$ cat config.mk
export PLATFORM = sky130hd
export DESIGN_NAME = neuro_host_sequencer
export DESIGN_NICKNAME = d
export VERILOG_FILES = /design/src/rtl/neuro_bus_pkg.sv /design/src/rtl/neuro_bus_writer.sv /design/src/rtl/neuro_host_sequencer.sv
export SDC_FILE = /design/constraint.sdc
export NUM_CORES = 1
export LEC_CHECK = 0
export ABC_CLOCK_PERIOD_IN_PS = 4500
export CORE_MARGIN = 1
export CORE_UTILIZATION = 35
export CTS_CLUSTER_SIZE = 30
export DETAILED_ROUTE_END_ITERATION = 6
export GPL_ROUTABILITY_DRIVEN = 0
export PLACE_DENSITY = 0.5
export SYNTH_ARGS = -nofsm -noshare
export SYNTH_HDL_FRONTEND = slang
export SYNTH_SLANG_ARGS = --single-unit
$ cat constraint.sdc
create_clock -name clk -period 4.5 [get_ports clk]
set_clock_uncertainty 0.05 [all_clocks]
set_input_delay 1.35 -clock clk [delete_from_list [all_inputs] [get_ports clk]]
set_output_delay 1.35 -clock clk [all_outputs]
set_load 0.01 [all_outputs]
$ cat src/rtl/neuro_bus_pkg.sv
// neuro_bus_pkg
// Shared definitions for the NeuroSpider host sequencer: engine register
// addresses, CacheSelect encodings, sequencer state and error-cause enums,
// and the header-word to register-address map.
package neuro_bus_pkg;

  // Engine configuration registers
  localparam logic [15:0] REG_IN_OFF  = 16'h8000;
  localparam logic [15:0] REG_IDX_OFF = 16'h8001;
  localparam logic [15:0] REG_WT_OFF  = 16'h8002;
  localparam logic [15:0] REG_NUM_OPS = 16'h8003;
  localparam logic [15:0] REG_DEST    = 16'h8004;
  localparam logic [15:0] REG_ACT_SEL = 16'h8005;

  // CacheSelect encodings
  localparam logic [1:0] SEL_INPUT  = 2'b00;
  localparam logic [1:0] SEL_INDEX  = 2'b01;
  localparam logic [1:0] SEL_WEIGHT = 2'b10;

  typedef enum logic [3:0] {
    ST_IDLE    = 4'd0,
    ST_HDR     = 4'd1,
    ST_LD_IN   = 4'd2,
    ST_LD_IDX  = 4'd3,
    ST_LD_WT   = 4'd4,
    ST_DRAIN   = 4'd5,
    ST_START   = 4'd6,
    ST_WAIT_LO = 4'd7,
    ST_WAIT_HI = 4'd8,
    ST_READ    = 4'd9,
    ST_RESULT  = 4'd10
  } state_t;

  typedef enum logic [1:0] {
    ERR_NONE    = 2'd0,
    ERR_LENGTH  = 2'd1,
    ERR_TIMEOUT = 2'd2
  } err_code_t;

  // Header words arrive as in_off, idx_off, wt_off, dest, num_ops, act_sel;
  // note dest and num_ops land on swapped register addresses.
  function automatic logic [15:0] hdr_reg_addr(input logic [2:0] k);
    logic [15:0] a;
    case (k)
      3'd0:    a = REG_IN_OFF;
      3'd1:    a = REG_IDX_OFF;
      3'd2:    a = REG_WT_OFF;
      3'd3:    a = REG_DEST;
      3'd4:    a = REG_NUM_OPS;
      default: a = REG_ACT_SEL;
    endcase
    return a;
  endfunction

endpackage

$ cat src/rtl/neuro_bus_writer.sv
// neuro_bus_writer
// Output register stage for the NeuroSpider bus. A beat presented on
// beat_valid is captured on the next clock edge; WE drops when no beat is
// presented while Address/InputData/CacheSelect hold their last value.
// Ports:
//   clk, rst_n                     clock, async active-low reset
//   beat_valid, beat_we            load a beat / write enable of that beat
//   beat_addr, beat_data, beat_sel beat contents
//   Address, InputData, CacheSelect, WE  registered bus outputs
module neuro_bus_writer
  import neuro_bus_pkg::*;
(
  input  logic        clk,
  input  logic        rst_n,
  input  logic        beat_valid,
  input  logic        beat_we,
  input  logic [15:0] beat_addr,
  input  logic [15:0] beat_data,
  input  logic [1:0]  beat_sel,
  output logic [15:0] Address,
  output logic [15:0] InputData,
  output logic [1:0]  CacheSelect,
  output logic        WE
);

  // Bus output register: one beat per cycle, WE never left high unrequested
  always_ff @(posedge clk or negedge rst_n) begin
    if (!rst_n) begin
      Address     <= 16'h0000;
      InputData   <= 16'h0000;
      CacheSelect <= SEL_INPUT;
      WE          <= 1'b0;
    end else if (beat_valid) begin
      Address     <= beat_addr;
      InputData   <= beat_data;
      CacheSelect <= beat_sel;
      WE          <= beat_we;
    end else begin
      WE          <= 1'b0;
    end
  end

endmodule

$ cat src/rtl/neuro_host_sequencer.sv
// neuro_host_sequencer
// Host-side initiator for the NeuroSpider bus. Consumes a 16-bit command
// stream (6 header words, then num_ops input, index and weight words),
// issues register writes and cache loads, pulses StartOperation, waits for
// the engine to finish and returns the word at the destination address.
// Ports:
//   cmd_valid/cmd_ready/cmd_data   command stream in
//   res_valid/res_ready/res_data   result word out
//   err, err_code                  sticky error flag and first cause
//   InputData, Address, CacheSelect, WE, StartOperation   bus out
//   ReadyForNextOp, OutputData     bus in
module neuro_host_sequencer
  import neuro_bus_pkg::*;
#(
  parameter int MAX_OPS  = 256,
  parameter int READ_LAT = 1,
  parameter int TIMEOUT  = 4096
) (
  input  logic        clk,
  input  logic        rst_n,
  input  logic        cmd_valid,
  output logic        cmd_ready,
  input  logic [15:0] cmd_data,
  output logic        res_valid,
  input  logic        res_ready,
  output logic [15:0] res_data,
  output logic        err,
  output logic [1:0]  err_code,
  output logic [15:0] InputData,
  output logic [15:0] Address,
  output logic [1:0]  CacheSelect,
  output logic        WE,
  output logic        StartOperation,
  input  logic        ReadyForNextOp,
  input  logic [15:0] OutputData
);

  localparam int TMO_W = $clog2(TIMEOUT + 1);
  localparam int RD_W  = $clog2(READ_LAT + 2);
  localparam logic [TMO_W-1:0] TMO_LAST  = TMO_W'(TIMEOUT - 1);
  localparam logic [RD_W-1:0]  RD_LAST   = RD_W'(READ_LAT + 1);
  localparam logic [15:0]      MAX_OPS_W = 16'(MAX_OPS);

  state_t      state_r;
  logic        cmd_ready_r;
  logic        res_valid_r;
  logic [15:0] res_data_r;
  logic        err_r;
  err_code_t   err_code_r;
  logic        start_r;
  logic [2:0]  hdr_cnt_r;
  logic [15:0] in_off_r, idx_off_r, wt_off_r, dest_r, num_ops_r;
  logic [15:0] idx_r;
  logic [17:0] drain_r;
  logic [TMO_W-1:0] tmo_r;
  logic [RD_W-1:0]  rd_cnt_r;

  logic        accept_s;
  logic        beat_valid_s, beat_we_s;
  logic [15:0] beat_addr_s, beat_data_s;
  logic [1:0]  beat_sel_s;

  assign accept_s = cmd_valid && cmd_ready_r;

  // Beat for the write stage: accepted words become writes, READ drives dest
  always_comb begin
    beat_valid_s = 1'b0;
    beat_we_s    = 1'b0;
    beat_addr_s  = 16'h0000;
    beat_data_s  = cmd_data;
    beat_sel_s   = SEL_INPUT;
    case (state_r)
      ST_HDR: begin
        if (accept_s) begin
          beat_valid_s = 1'b1;
          beat_we_s    = 1'b1;
          beat_addr_s  = hdr_reg_addr(hdr_cnt_r);
        end else begin
          beat_valid_s = 1'b0;
        end
      end
      ST_LD_IN, ST_LD_IDX, ST_LD_WT: begin
        if (accept_s) begin
          beat_valid_s = 1'b1;
          beat_we_s    = 1'b1;
          if (state_r == ST_LD_IN) begin
            beat_addr_s = in_off_r + idx_r;
            beat_sel_s  = SEL_INPUT;
          end else if (state_r == ST_LD_IDX) begin
            beat_addr_s = idx_off_r + idx_r;
            beat_sel_s  = SEL_INDEX;
          end else begin
            beat_addr_s = wt_off_r + idx_r;
            beat_sel_s  = SEL_WEIGHT;
          end
        end else begin
          beat_valid_s = 1'b0;
        end
      end
      ST_READ: begin
        beat_valid_s = 1'b1;
        beat_we_s    = 1'b0;
        beat_addr_s  = dest_r;
        beat_data_s  = 16'h0000;
        beat_sel_s   = SEL_INPUT;
      end
      default: begin
        beat_valid_s = 1'b0;
      end
    endcase
  end

  // Sequencer FSM with registered handshake, result and error outputs
  always_ff @(posedge clk or negedge rst_n) begin
    if (!rst_n) begin
      state_r     <= ST_IDLE;
      cmd_ready_r <= 1'b0;
      res_valid_r <= 1'b0;
      res_data_r  <= 16'h0000;
      err_r       <= 1'b0;
      err_code_r  <= ERR_NONE;
      start_r     <= 1'b0;
      hdr_cnt_r   <= 3'd0;
      in_off_r    <= 16'h0000;
      idx_off_r   <= 16'h0000;
      wt_off_r    <= 16'h0000;
      dest_r      <= 16'h0000;
      num_ops_r   <= 16'h0000;
      idx_r       <= 16'h0000;
      drain_r     <= 18'd0;
      tmo_r       <= '0;
      rd_cnt_r    <= '0;
    end else begin
      // START is a one-cycle state, so the pulse is exactly one cycle wide
      // and lands after the final cache write has left the bus register.
      start_r <= (state_r == ST_START);
      case (state_r)
        ST_IDLE: begin
          if (cmd_valid) begin
            state_r     <= ST_HDR;
            cmd_ready_r <= 1'b1;
            hdr_cnt_r   <= 3'd0;
          end
        end
        ST_HDR: begin
          if (accept_s) begin
            case (hdr_cnt_r)
              3'd0:    in_off_r  <= cmd_data;
              3'd1:    idx_off_r <= cmd_data;
              3'd2:    wt_off_r  <= cmd_data;
              3'd3:    dest_r    <= cmd_data;
              3'd4:    num_ops_r <= cmd_data;
              default: ;
            endcase
            if (hdr_cnt_r == 3'd5) begin
              idx_r <= 16'h0000;
              if (num_ops_r > MAX_OPS_W) begin
                state_r <= ST_DRAIN;
                drain_r <= 18'(num_ops_r) * 18'd3;
                err_r   <= 1'b1;
                if (!err_r) err_code_r <= ERR_LENGTH;
              end else if (num_ops_r == 16'h0000) begin
                state_r     <= ST_START;
                cmd_ready_r <= 1'b0;
              end else begin
                state_r <= ST_LD_IN;
              end
            end else begin
              hdr_cnt_r <= hdr_cnt_r + 3'd1;
            end
          end
        end
        ST_LD_IN, ST_LD_IDX, ST_LD_WT: begin
          if (accept_s) begin
            if (idx_r == num_ops_r - 16'd1) begin
              idx_r <= 16'h0000;
              if (state_r == ST_LD_IN) begin
                state_r <= ST_LD_IDX;
              end else if (state_r == ST_LD_IDX) begin
                state_r <= ST_LD_WT;
              end else begin
                state_r     <= ST_START;
                cmd_ready_r <= 1'b0;
              end
            end else begin
              idx_r <= idx_r + 16'd1;
            end
          end
        end
        ST_DRAIN: begin
          if (accept_s) begin
            if (drain_r == 18'd1) begin
              state_r     <= ST_IDLE;
              cmd_ready_r <= 1'b0;
            end else begin
              drain_r <= drain_r - 18'd1;
            end
          end
        end
        ST_START: begin
          state_r <= ST_WAIT_LO;
          tmo_r   <= '0;
        end
        // One timeout counter spans both wait states; progress wins over expiry.
        ST_WAIT_LO: begin
          if (!ReadyForNextOp) begin
            state_r <= ST_WAIT_HI;
            tmo_r   <= tmo_r + TMO_W'(1);
          end else if (tmo_r >= TMO_LAST) begin
            state_r <= ST_IDLE;
            err_r   <= 1'b1;
            if (!err_r) err_code_r <= ERR_TIMEOUT;
          end else begin
            tmo_r <= tmo_r + TMO_W'(1);
          end
        end
        ST_WAIT_HI: begin
          if (ReadyForNextOp) begin
            state_r  <= ST_READ;
            rd_cnt_r <= '0;
          end else if (tmo_r >= TMO_LAST) begin
            state_r <= ST_IDLE;
            err_r   <= 1'b1;
            if (!err_r) err_code_r <= ERR_TIMEOUT;
          end else begin
            tmo_r <= tmo_r + TMO_W'(1);
          end
        end
        // Address reaches the bus one cycle into READ; sample READ_LAT later.
        ST_READ: begin
          if (rd_cnt_r == RD_LAST) begin
            res_data_r  <= OutputData;
            res_valid_r <= 1'b1;
            state_r     <= ST_RESULT;
          end else begin
            rd_cnt_r <= rd_cnt_r + RD_W'(1);
          end
        end
        ST_RESULT: begin
          if (res_ready) begin
            res_valid_r <= 1'b0;
            state_r     <= ST_IDLE;
          end
        end
        default: begin
          state_r     <= ST_IDLE;
          cmd_ready_r <= 1'b0;
        end
      endcase
    end
  end

  neuro_bus_writer u_writer (
    .clk         (clk),
    .rst_n       (rst_n),
    .beat_valid  (beat_valid_s),
    .beat_we     (beat_we_s),
    .beat_addr   (beat_addr_s),
    .beat_data   (beat_data_s),
    .beat_sel    (beat_sel_s),
    .Address     (Address),
    .InputData   (InputData),
    .CacheSelect (CacheSelect),
    .WE          (WE)
  );

  assign cmd_ready      = cmd_ready_r;
  assign res_valid      = res_valid_r;
  assign res_data       = res_data_r;
  assign err            = err_r;
  assign err_code       = err_code_r;
  assign StartOperation = start_r;

endmodule

==> reports/metrics.cfg <==
[synth]
synthCells = 1183
synth-seq-area-share_pct = 43.26
syn_nets = 1289
syn_avg_cell_area_um2 = 9.437
yosysWarnings = 0
synth_enable_flop_cells = 0
synth_top_area_share_pct = 43.26
synth_top_area_cell = dfrtp_1
synth_area_um2 = 11160
synth-seq-cells = 193
synth.most_common_cell = dfrtp_1
synth.area.top_cells = dfrtp_1 (43%), mux2_2 (8.4%), ha_1 (7.5%)
synthArstFlopShare_pct = 100.0
synth_flop_cell = dfrtp_1
synth_common_cells = dfrtp_1 (193), nand2_1 (138), a21oi_1 (113)
synth.distinct_cells = 65

[die]
coreArea_um2 = 31470
die_x_um = 180.6
num_io_pins = 94
start_util_pct = 35.47
die_h_um = 180.6
die-area_um2 = 32620
rows = 65

[critical_path]
critPathKind = reg -> reg
cpMostUsedCell = a21oi_1
cp_data_arrival_time_ns = 4.19
cp-end-kind = register
cp_max_fo = 20
cpMaxStageDelayCell = nor2_2
cpPeakStageDelay_ns = 0.45
cp-start-kind = register
cp.buffers_inverters = 2
crit_chain = inv_1 -> nand2_1 -> nor2_2 -> buf_4 -> a21oi_1 -> ha_1 -> a211o_1 -> o2111ai_1 -> a21boi_0 -> o31ai_1 -> a21oi_1 -> a32oi_1 -> a21oi_1 -> a221o_1
crit_family = compound AO/OA/AOI/OAI gates
crit_required_ns = 4.78

[timing]
slew_violations = 0
rsz0062_at_grt = false
final.setup.tns_ns = 0
worst_slack_ns = 0.5922
tightest_slew_ns = 0.8814
slew_headroom_pct = 41.24
hold_violations = 0
fin_crit_sh_pct = 86.84
fmax_mhz = 255.9
finalSetupViolations = 0
timing.final.crit_period_ns = 3.908

[pwr]
clock_power_share_pct = 22.9
power_density_nw_per_um2 = 496.5
p_seq_share_pct = 37.4
power.internal_uw = 4046
p_comb_share_pct = 39.6
p_switching_uw = 2501
p_leak_uw = 0.005960
ir_worst_vdd_mv = 0.2830
swShare_pct = 38.20

[cts]
clock_sinks = 193
cts_made_buffers = 17
hold_buffers = 0
postCtsResizedCells = 0
cts_setup_buffers = 0
clkTransAtPathRegs_ns = 0.07
cts_root_buf = clkbuf_16
clk_latency_ns = 0.45
clockBufferDepth = 2
cts_tree = yes
htreeDepth = 4

[global_route]
grt_max_degree = 95
grt_pass1_vias = 8823
grt_pass1_wl_um = 49020
antenna_found_initial = 0
gr-total-overflow = 0
grtUsageTotal_pct = 19.23

[detailed_routing]
wl_per_cell_um = 18.15
drt-initial-drc-count = 502
vias = 8902
totalWireLength_um = 30570
dr.pass1.iters = 4
vias_per_cell = 5.286
drc = 0
postRouteAntennaNets = 0

[layout]
layout.nets = 1376
fill_cells = 3071
antenna_cells = 0
drive_above_1_share_pct = 11.62
area_growth_pct = 18.11
stdcell_area_um2 = 13190

[placed_design]
post_dp_cell_area_um2 = 12620
dp_hpwl_um = 22370
place_ws_ns = 0.6242
portBuffers = 93

[outcome]
status = completed

[worst_hold_path]
hp-class = reg -> reg

[run]
cap_violations = 0

[routing by layer]
| metal | track usage [%] | vias to the layer above | wire, um |
|---|---|---|---|
| met3 | 3.092 | 19 | 845 |
| met2 | 32.64 | 112 | 14680 |
| met5 | 0 | - | 0 |
| li1 | - | 4396 | - |
| met1 | 25.59 | 4375 | 14770 |
| met4 | 4.444 | 0 | 282 |
[path summary, 6_finish.rpt]
path                             from                    to  slack [ns]  cells after the start
max                        state_r[3]  u_writer.Address[13]        0.59                     14
min                         tmo_r[11]             tmo_r[11]        0.44                      1
max reg2reg                state_r[3]  u_writer.Address[13]        0.59                     14
min reg2reg                 tmo_r[11]             tmo_r[11]        0.44                      1
max in group asynchronous       rst_n              idx_r[1]        2.56                      2
min in group asynchronous       rst_n           drain_r[16]        0.89                      1
[state kept, by name, indices dropped and copies added, names as in the netlist, 2 cells and up]
| register | cells |
|---|---|
| idx_r | 16 |
| idx_off_r | 16 |
| drain_r | 18 |
| u_writer.InputData | 16 |
| wt_off_r | 16 |
| u_writer.Address | 16 |
| rd_cnt_r | 2 |
| u_writer.CacheSelect | 2 |
| res_data | 16 |
| err_code | 2 |
| tmo_r | 13 |
| hdr_cnt_r | 3 |
| num_ops_r | 16 |
| state_r | 4 |
| in_off_r | 16 |
| dest_r | 16 |
[layout make-up]
class / count / area, um^2 / share of cell area (%)
sequential: 193 / 4830 / 36.63
tap: 402 / 503.0 / 3.814
clock buffer: 19 / 442.9 / 3.359
inverter: 44 / 165.2 / 1.252
timing repair buffer: 114 / 1117 / 8.473
clock inverter: 12 / 118.9 / 0.9014
multi-input combinational: 900 / 6010 / 45.57
[cells by family (layout without fill, tap and decap cells)]
group,count (synthesis),in the layout,share of synthesized area [%]
AND/OR/NAND/NOR,375,375,15.60
flip-flops,193,193,43.26
XOR/XNOR,51,51,4.001
AO/OA/AOI/OAI,304,304,16.18
multiplexers,101,101,9.985
adder cells (fa/ha/maj),69,69,7.867
buffers and inverters,90,189,3.104
[placed cells by master, fill, tap and decap left out, drive strengths merged, types with 7 or more instances in the layout]
| master | count |
|---|---|
| xor2 | 19 |
| nand2 | 138 |
| nand4 | 9 |
| a31oi | 11 |
| o211ai | 9 |
| xnor2 | 32 |
| nand3 | 29 |
| nor2b | 8 |
| o31ai | 8 |
| a21o | 8 |
| ha | 67 |
| a21oi | 113 |
| clkdlybuf4s50 | 92 |
| clkbuf | 20 |
| and3 | 22 |
| inv | 51 |
| o21ai | 90 |
| mux2 | 83 |
| nor3 | 27 |
| mux2i | 18 |
| a22oi | 7 |
| o22ai | 11 |
| or3 | 12 |
| buf | 21 |
| nor2 | 91 |
| dfrtp | 193 |
| nand2b | 13 |
[through the flow]
stage | util, % | total power [uW] | hold slack [ns] | instances
global route | 41.90 | 6999 | 0.4516 | 1684
CTS | 41.90 | 6624 | 0.4394 | 1684
global placement | 40.11 | 5087 | 0.4192 | 1653
floorplan | - | 3987 | 0.3933 | 1183
finish | 41.90 | 6546 | 0.4383 | 1684
detailed placement | 40.11 | 5086 | 0.4214 | 1653
[power groups by stage]
stage          Combinational, uW  Clock, uW  Sequential, uW
2_1_floorplan               1500          0            2490
5_1_grt                     2880       1610            2510
3_3_place_gp                2610          0            2480
4_1_cts                     2620       1550            2450
3_5_place_dp                2610          0            2480
6_report                    2600       1500            2450
Note: power is estimated with default switching activity, not from simulation.
